## config.mk

```make
export PLATFORM = sky130hd
export DESIGN_NAME = alu0_issue_queue
export DESIGN_NICKNAME = d
export VERILOG_FILES = /design/src/rtl/alu_pkg.sv /design/src/rtl/alu0_iq_select.sv /design/src/rtl/alu0_issue_queue.sv
export SDC_FILE = /design/constraint.sdc
export NUM_CORES = 1
export LEC_CHECK = 0
export CAP_MARGIN = 20
export CORE_MARGIN = 4
export CORE_UTILIZATION = 60
export CTS_CLUSTER_SIZE = 30
export DETAILED_ROUTE_END_ITERATION = 10
export HOLD_SLACK_MARGIN = 0.08
export PLACE_DENSITY_LB_ADDON = 0.3
export SLEW_MARGIN = 15
export SYNTH_ARGS = -nofsm -noshare
export SYNTH_HDL_FRONTEND = slang
export SYNTH_SLANG_ARGS = --single-unit
```

## constraint.sdc

```tcl
create_clock -name clk -period 17.7 [get_ports clk]
set_input_delay 1.77 -clock clk [delete_from_list [all_inputs] [get_ports clk]]
set_output_delay 1.77 -clock clk [all_outputs]
set_load 0.05 [all_outputs]
```

## src/rtl/alu_pkg.sv

```systemverilog
// Shared ALU-pipe types: field widths, the issue-queue entry layout,
// and small helpers used by dispatch and the issue queues.
package alu_pkg;

    localparam int OP_W  = 5;
    localparam int TAG_W = 6;
    localparam int ROB_W = 6;
    localparam int IMM_W = 20;

    typedef struct packed {
        logic             vld;
        logic [OP_W-1:0]  op;
        logic [IMM_W-1:0] imm;
        logic [TAG_W-1:0] dest;
        logic [TAG_W-1:0] src1;
        logic [TAG_W-1:0] src2;
        logic             rdy1;
        logic             rdy2;
        logic [ROB_W-1:0] rob_id;
    } iq_entry_t;

    // Opcodes that take an immediate in place of source 2; dispatch forces src2_rdy for these.
    function automatic logic is_imm_op(input logic [OP_W-1:0] op);
        case (op)
            5'd0, 5'd1, 5'd2, 5'd3, 5'd4, 5'd5, 5'd6,
            5'd21, 5'd22, 5'd23: is_imm_op = 1'b1;
            default:             is_imm_op = 1'b0;
        endcase
    endfunction

    // True when a tag matches either result broadcast this cycle.
    function automatic logic tag_hit(input logic [TAG_W-1:0] tag,
                                     input logic v0, input logic [TAG_W-1:0] t0,
                                     input logic v1, input logic [TAG_W-1:0] t1);
        tag_hit = (v0 && (t0 == tag)) || (v1 && (t1 == tag));
    endfunction

endpackage

```

## src/rtl/alu0_iq_select.sv

```systemverilog
// Oldest-ready picker: one-hot grant on the lowest set request bit.
module alu0_iq_select #(
    parameter int DEPTH = 8
) (
    input  logic [DEPTH-1:0] req_i,
    output logic [DEPTH-1:0] grant_o,
    output logic             found_o
);

    // Isolate the lowest set bit (two's-complement trick).
    assign grant_o = req_i & (~req_i + DEPTH'(1));
    assign found_o = |req_i;

endmodule

```

## src/rtl/alu0_issue_queue.sv

```systemverilog
// ALU0 issue queue: collapsing, age-ordered (slot 0 oldest), with
// tag wakeup from ALU0/BRU and zero-cycle oldest-ready select.
module alu0_issue_queue
    import alu_pkg::*;
#(
    parameter int DEPTH = 8,
    parameter int CNT_W = 4
) (
    input  logic             clk,
    input  logic             rst,
    input  logic             flush,
    input  logic             disp_vld,
    output logic             disp_rdy,
    input  logic [OP_W-1:0]  disp_op,
    input  logic [IMM_W-1:0] disp_imm,
    input  logic [TAG_W-1:0] disp_dest,
    input  logic [TAG_W-1:0] disp_src1,
    input  logic [TAG_W-1:0] disp_src2,
    input  logic             disp_src1_rdy,
    input  logic             disp_src2_rdy,
    input  logic [ROB_W-1:0] disp_ROB_ID,
    input  logic             ALU0_wake_vld,
    input  logic [TAG_W-1:0] ALU0_wake_tag,
    input  logic             BRU_wake_vld,
    input  logic [TAG_W-1:0] BRU_wake_tag,
    output logic             ALU0_select_vld,
    output logic [OP_W-1:0]  ALU0_select_op,
    output logic [IMM_W-1:0] ALU0_select_imm,
    output logic [TAG_W-1:0] ALU0_select_dest,
    output logic [TAG_W-1:0] ALU0_select_source1,
    output logic [TAG_W-1:0] ALU0_select_source2,
    output logic [ROB_W-1:0] ALU0_select_ROB_ID,
    output logic [CNT_W-1:0] iq_count
);

    iq_entry_t        ent_q [DEPTH];
    iq_entry_t        ent_d [DEPTH];
    logic [CNT_W-1:0] cnt_q, cnt_d;
    logic [DEPTH-1:0] ready, grant;
    logic             found, issue, accept;

    // An entry can issue once both operands are ready.
    always_comb begin
        for (int i = 0; i < DEPTH; i++)
            ready[i] = ent_q[i].vld & ent_q[i].rdy1 & ent_q[i].rdy2;
    end

    alu0_iq_select #(.DEPTH(DEPTH)) u_sel (
        .req_i   (ready),
        .grant_o (grant),
        .found_o (found)
    );

    // Flush suppresses issue; no recycle of a freed slot in the same cycle.
    assign issue    = found & ~flush;
    assign disp_rdy = (cnt_q < CNT_W'(DEPTH));
    assign accept   = disp_vld & disp_rdy;
    assign iq_count = cnt_q;

    // Drive the select bundle from the granted slot, all zero when nothing issues.
    always_comb begin
        ALU0_select_vld     = issue;
        ALU0_select_op      = '0;
        ALU0_select_imm     = '0;
        ALU0_select_dest    = '0;
        ALU0_select_source1 = '0;
        ALU0_select_source2 = '0;
        ALU0_select_ROB_ID  = '0;
        for (int i = 0; i < DEPTH; i++) begin
            if (issue && grant[i]) begin
                ALU0_select_op      = ent_q[i].op;
                ALU0_select_imm     = ent_q[i].imm;
                ALU0_select_dest    = ent_q[i].dest;
                ALU0_select_source1 = ent_q[i].src1;
                ALU0_select_source2 = ent_q[i].src2;
                ALU0_select_ROB_ID  = ent_q[i].rob_id;
            end
        end
    end

    // Collapse above the issued slot, apply wakeup, then append the dispatched entry.
    always_comb begin
        iq_entry_t        src;
        logic             shift;
        logic [CNT_W-1:0] wr_idx;
        src    = '0;
        shift  = 1'b0;
        wr_idx = cnt_q - CNT_W'(issue);
        for (int i = 0; i < DEPTH; i++) begin
            // Once the issued slot is passed, every slot takes its upper neighbour.
            shift = shift | (issue & grant[i]);
            if (shift)
                src = (i == DEPTH-1) ? '0 : ent_q[(i+1) % DEPTH];
            else
                src = ent_q[i];
            if (src.vld) begin
                src.rdy1 = src.rdy1 | tag_hit(src.src1, ALU0_wake_vld, ALU0_wake_tag,
                                              BRU_wake_vld, BRU_wake_tag);
                src.rdy2 = src.rdy2 | tag_hit(src.src2, ALU0_wake_vld, ALU0_wake_tag,
                                              BRU_wake_vld, BRU_wake_tag);
            end
            // Bypass same-cycle broadcasts into the new entry so no wakeup is lost.
            if (accept && (wr_idx == CNT_W'(i))) begin
                src.vld    = 1'b1;
                src.op     = disp_op;
                src.imm    = disp_imm;
                src.dest   = disp_dest;
                src.src1   = disp_src1;
                src.src2   = disp_src2;
                src.rdy1   = disp_src1_rdy | tag_hit(disp_src1, ALU0_wake_vld, ALU0_wake_tag,
                                                     BRU_wake_vld, BRU_wake_tag);
                src.rdy2   = disp_src2_rdy | tag_hit(disp_src2, ALU0_wake_vld, ALU0_wake_tag,
                                                     BRU_wake_vld, BRU_wake_tag);
                src.rob_id = disp_ROB_ID;
            end
            ent_d[i] = flush ? '0 : src;
        end
        cnt_d = flush ? '0 : (cnt_q + CNT_W'(accept) - CNT_W'(issue));
    end

    // Queue state register.
    always_ff @(posedge clk or posedge rst) begin
        if (rst) begin
            for (int i = 0; i < DEPTH; i++) ent_q[i] <= '0;
            cnt_q <= '0;
        end else begin
            for (int i = 0; i < DEPTH; i++) ent_q[i] <= ent_d[i];
            cnt_q <= cnt_d;
        end
    end

endmodule
```

* After elaboration in Yosys (flattened, before gate mapping)
Index checks and enable logic that the tools add are counted.
Storage, ports and cells: bits in registers 420, input port bits 69, output and inout bits 55, word-level logic and storage cells 336
Cells by class: add/subtract/negate cells 4, order comparisons 1, equality and inequality tests 43, muxes and demuxes 81, bitwise gates (word level) 54, reduce and logical (&&, ||, !) cells 80
Operators by type and width (count):
- $mux W52 | 24
- $eq A6 B6 Y1 | 36
- $mux W6 | 32
- $mux W20 | 8
- $logic_and A1 B1 Y1 | 52
- $mux W5 | 8
- $and A1 B1 Y1 | 26
- $or A1 B1 Y1 | 25
- $reduce_bool A3 Y1 | 8
- $logic_or A1 B1 Y1 | 18
- $eq A4 B3 Y1 const B | 4
- $mux W2 | 8
- $add A8 B1 Y8 const B | 1
- $and A8 B8 Y8 | 1
- $eq A4 B2 Y1 const B | 2
- $not A8 Y8 | 1
- $reduce_or A8 Y1 | 1
- $sub A4 B1 Y4 | 2
- $add A4 B1 Y4 | 1
- $eq A4 B1 Y1 const B | 1
- $logic_not A4 Y1 | 1
- $lt A4 B4 Y1 const B | 1
- $mux W4 | 1
- $not A1 Y1 | 1

* Logic depth before layout (Yosys ltp)
depth in word-level cells 21, depth in mapped cells 15, mapped depth without buffers 13

* Cells and area by module
From an unflattened synthesis, not the netlist that was laid out.
Second synthesis, totals: cell total of the unflattened synthesis 3394, area, all modules 27496.4 µm²
Modules (own cells, without submodules):
- alu0_issue_queue | instances 1, cells an instance 3382, area an instance 27395.0 µm², seq. area each 10510.1 µm²
- alu0_iq_select | instances 1, cells an instance 12, area an instance 101.3 µm², seq. area each 0.0 µm²

* Worst setup path after synthesis
Ideal clock, no wire load.
path kind input -> output, from in flush, to out ALU0_select_ROB_ID[5], arrival time 3904 ps, data required time 15930 ps, setup slack 12026 ps, stages on the path 8, buffers on the path 5, cells stage by stage clkbuf_1 -> clkbuf_1 -> clkbuf_1 -> nor4_1 -> clkbuf_1 -> buf_1 -> nand2_1 -> nand4_1
On the way: longest elaborated chain between the ends 11, elaborated cells on any way between the ends 18, classes of those cells mux: 8; bitwise: 2; reduce/logical: 8
RTL lines:
- from (decl) | RTL line alu0_issue_queue.sv:11 | input logic flush,
- $not A1 Y1 (*) | RTL line alu0_issue_queue.sv:55 | assign issue = found & ~flush;
- $and A1 B1 Y1 (*) | RTL line alu0_issue_queue.sv:55
- $logic_and A1 B1 Y1 | RTL line alu0_issue_queue.sv:70 | if (issue && grant[i]) begin
- $mux W6 (7 in series) | RTL line alu0_issue_queue.sv:70
- $mux W6 (*) | RTL line alu0_issue_queue.sv:70
- to (decl) | RTL line alu0_issue_queue.sv:32 | output logic [ROB_W-1:0] ALU0_select_ROB_ID,
Mark *: on every way between the ends. The rest lies on a longest branch, timed or not.

* Worst setup path after layout
from in flush, to out ALU0_select_source2[3]
On the way: longest elaborated chain between the ends 11, elaborated cells on any way between the ends 18, classes of those cells mux: 8; bitwise: 2; reduce/logical: 8
RTL lines:
- $not A1 Y1 (*) | RTL line alu0_issue_queue.sv:55
- $and A1 B1 Y1 (*) | RTL line alu0_issue_queue.sv:55
- $logic_and A1 B1 Y1 | RTL line alu0_issue_queue.sv:70
- $mux W6 (7 in series) | RTL line alu0_issue_queue.sv:70
- $mux W6 (*) | RTL line alu0_issue_queue.sv:70
- to (decl) | RTL line alu0_issue_queue.sv:31 | output logic [TAG_W-1:0] ALU0_select_source2,
Marks and branches as above.

==> metrics.json <==
{
  "io_buffers": {"value": 123},
  "die_x": {"value": 218.9, "unit": "microns"},
  "report.final.setup_viol": {"value": 0},
  "remaining_drc_errors": {"value": 0},
  "hp-class": {"value": "reg -> reg"},
  "initial_antenna_violation_count": {"value": 4},
  "netlist-cell-type-count": {"value": 76},
  "synth_top_area_share": {"value": 39.38, "unit": "%"},
  "power_density": {"value": 92.25, "unit": "nW/um^2"},
  "cpLargestDelayFamily": {"value": "buffers and inverters"},
  "mean_number_of_vias_per_cell": {"value": 7.379},
  "worst_ep_required_time": {"value": 15.93, "unit": "ns"},
  "timing.critical_path.fanout_max": {"value": 121},
  "final-hold-violation-count": {"value": 0},
  "tritoncts_clock_tree": {"value": "built"},
  "synth-async-reset-ratio": {"value": 100.0, "unit": "%"},
  "placement_rows": {"value": 77},
  "vdd.ir_drop.worst": {"value": 0.00006795, "unit": "V"},
  "final_max_slew_viol_count": {"value": 0},
  "clkTransAtPathRegs": {"value": 0.06, "unit": "ns"},
  "worstSkewPairLatency": {"value": 0.60, "unit": "ns"},
  "fin_hold_ws": {"value": 0.5380, "unit": "ns"},
  "critical_path.slowest_cell": {"value": "clkdlybuf4s50_1"},
  "cellLeakagePower": {"value": 11.67, "unit": "nW"},
  "critical-path-max-stage-delay": {"value": 0.74, "unit": "ns"},
  "setup_crit_end_kind": {"value": "output port"},
  "num-fill-cells": {"value": 3586},
  "initial_core_utilization": {"value": 60.49, "unit": "%"},
  "synthesis.area": {"value": 26690, "unit": "sq um"},
  "clk_path_buf_depth": {"value": 3},
  "reg2reg_depth": {"value": 13},
  "multi_input_gate_area_in_the_final_layout": {"value": 14780, "unit": "sq um"},
  "number_of_instances_in_the_synthesized_netlist": {"value": 3161},
  "max_slew.worst_pin.slew": {"value": 1.143, "unit": "ns"},
  "ctsResizeCount": {"value": 0},
  "ctsHtreeMaxLevel": {"value": 2},
  "finalWirelength": {"value": 101200, "unit": "microns"},
  "dpl.hpwl": {"value": 56450, "unit": "microns"},
  "yosys-top-cells-area": {"value": "dfrtp_1 39%, nand2_1 8.1%, a311oi_1 7.7%, nor2_1 5.5%, mux2i_1 5.1%"},
  "rsz0062_at_grt": {"value": "false"},
  "global_route.overflow_total": {"value": 0},
  "route.vias.total": {"value": 27170},
  "cts_hold_repair.buffers": {"value": 0},
  "synth_nets": {"value": 3238},
  "root_buffer": {"value": "clkbuf_16"},
  "dr.first_iter.drc_count": {"value": 4293},
  "firstDrtPassIters": {"value": 8},
  "final_net_count": {"value": 3129},
  "clkSinkCount": {"value": 420},
  "die-area": {"value": 47920, "unit": "sq um"},
  "grt_first_pass_wirelength": {"value": 155500, "unit": "microns"},
  "layout-area-overhead-vs-synth": {"value": 10.65, "unit": "%"},
  "worst_setup_path_start": {"value": "flush"},
  "r2r-start": {"value": "ent_q[215]"},
  "status": {"value": "finished, final reports clean"},
  "routedWlPerCell": {"value": 27.49, "unit": "microns"},
  "cp_cell_sequence": {"value": "buf_8 > buf_4 > and4b_2 > buf_4 > a22oi_1 > nand2_1 > a221o_1 > a221o_1 > clkdlybuf4s50_1"},
  "core_area": {"value": 44120, "unit": "sq um"},
  "antenna_left": {"value": 0},
  "min_tclk_post_route": {"value": 7.711, "unit": "ns"},
  "yosysTopAreaCell": {"value": "dfrtp_1"},
  "critical_path_at": {"value": 5.94, "unit": "ns"},
  "grt_start_max_net_pins": {"value": 142},
  "synth_top_flop_cell": {"value": "dfrtp_1"},
  "yosysWarningCount": {"value": 0},
  "post-cts-setup-buffer-count": {"value": 0},
  "ys_ff_latch": {"value": 420},
  "post_route_cells_drive_above_1_share": {"value": 5.863, "unit": "%"},
  "criticalPathCategory": {"value": "in -> out"},
  "path_buf_inv": {"value": 4},
  "first_global_vias": {"value": 26980},
  "layout.area.seq": {"value": 10510, "unit": "sq um"},
  "cp.depth": {"value": 9},
  "timing.slew.headroom": {"value": 23.77, "unit": "%"},
  "cp-endpoint": {"value": "ALU0_select_source2[3]"},
  "max_cap_violations": {"value": 0},
  "setup_tns": {"value": 0, "unit": "ns"},
  "setup.reg_to_reg.worst_slack": {"value": 12.39, "unit": "ns"},
  "timing.final.crit_share": {"value": 43.56, "unit": "%"},
  "worst_setup_path_start_kind": {"value": "input port"},
  "maxClockFrequency": {"value": 129.7, "unit": "MHz"},
  "gr-usage-all-layers": {"value": 41.42, "unit": "%"},
  "num_io_pins": {"value": 124},
  "synth-seq-area-share": {"value": 39.38, "unit": "%"},
  "reg2reg_to": {"value": "ent_q[22]"},
  "fin_skew": {"value": 0.02487, "unit": "ns"},
  "die_height": {"value": 218.9, "unit": "microns"},
  "synth.avg_cell_area": {"value": 8.444, "unit": "sq um"},
  "finalWeightedCongestion": {"value": 0.9958},
  "synth_edf_count": {"value": 0},
  "cts_made_buffers": {"value": 47}
}
area by class of cell:
type | count | share of cell area (%)
Clock buffer | 74 | 4.732
Inverter | 38 | 0.5084
Timing Repair Buffer | 194 | 6.249
Antenna cell | 3 | 0.02542
Clock inverter | 10 | 0.3347
Tap cell | 592 | 2.508
Multi-Input combinational cell | 2351 | 50.06
Sequential cell | 420 | 35.59
per-layer routing:
metal / global-route usage, % / vias up / part of all wire, %
met5: 0 / - / 0.013
met4: 24.04 / 2 / 6.5
met3: 11.46 / 549 / 14
met2: 62.11 / 2251 / 43
met1: 54.01 / 13090 / 36
li1: - / 11280 / -
per-stage QoR:
step           power (W)  worst slack, ns  util, %  cell area (sq um)  cells
6_report        0.002724            9.989    66.93              29530   3682
5_1_grt         0.002814            10.03    66.93              29530   3682
4_1_cts         0.002695            10.22    66.66              29410   3674
3_5_place_dp    0.001727            10.22    63.26              27920   3590
3_3_place_gp    0.001706            10.29    63.26              27920   3590
2_1_floorplan   0.001546            4.239        -              26690   3161
power breakdown:
part           internal [W]  switching [W]
clock              0.000557       0.000424
combinational      0.000195       0.000369
sequential          0.00106       0.000117
cells in the mapped netlist (9+ instances only):
cell type / count
o21ai_0: 47
nand3_1: 51
a221o_1: 73
a22oi_1: 99
a222oi_1: 9
nand4_1: 36
dfrtp_1: 420
inv_1: 33
nand2_1: 576
nor2b_1: 21
and3_1: 19
and2_1: 13
a311oi_1: 234
a211oi_1: 122
a21boi_0: 9
mux2i_1: 137
nor4_1: 22
or3_1: 10
o22ai_1: 13
nor4b_1: 11
buf_2: 20
a21oi_1: 79
buf_1: 29
nor3_1: 21
a31oi_1: 15
nand2b_1: 11
a22o_1: 39
clkbuf_1: 263
nor2_1: 393
clkbuf_2: 37
xor2_1: 56
xnor2_1: 120
registers in the layout, indices dropped and copies added, names as in the netlist:
name      cells
ent_q       416
iq_count      4
how the worst min path moves through the flow:
stage,start,to,slack [ns],cells past startpoint
after floorplan,ent_q[27],ent_q[27],0.50,1
after global placement,ent_q[33],ent_q[33],0.51,1
after detailed placement,ent_q[34],ent_q[34],0.52,1
after CTS,ent_q[26],ent_q[26],0.53,1
after global routing,ent_q[33],ent_q[33],0.55,1
final,ent_q[34],ent_q[34],0.54,1
placed cells by master, fill, tap and decap left out, types with 7 or more instances in the layout:
cell type        instances
or3_1                    7
o2111ai_1                7
and2_1                  13
and3_1                  18
o22ai_1                 13
nor3_1                  17
a311oi_1               234
clkbuf_8                12
a222oi_1                 9
nand2_1                573
a21oi_1                 77
a221o_1                 73
clkdlybuf4s50_1        122
dfrtp_1                420
nor2b_1                 21
a211oi_1               122
o21ai_0                 47
clkbuf_1                15
ha_1                     7
a22o_1                  39
nand3_1                 51
xor2_1                  56
nand2b_1                11
a221oi_1                 7
buf_4                   66
a21boi_0                 9
nor4_1                  18
a22oi_1                 99
mux2i_1                137
a31oi_1                 15
xnor2_1                120
inv_1                   32
nand4_1                 36
nor2_1                 387
nor4b_1                 11
clkbuf_16               47
cell families after synthesis:
kind of cell	Yosys count	synth area share, %
xor gates and xnor gates	176	5.775
and+or+nand+nor	1208	19.23
adders and majority gates	8	0.4031
buffers and inverters	390	5.794
muxes	140	5.307
AOI/OAI and AO/OA	819	24.11
DFF	420	39.38
Power figures use the tool's default switching activity.
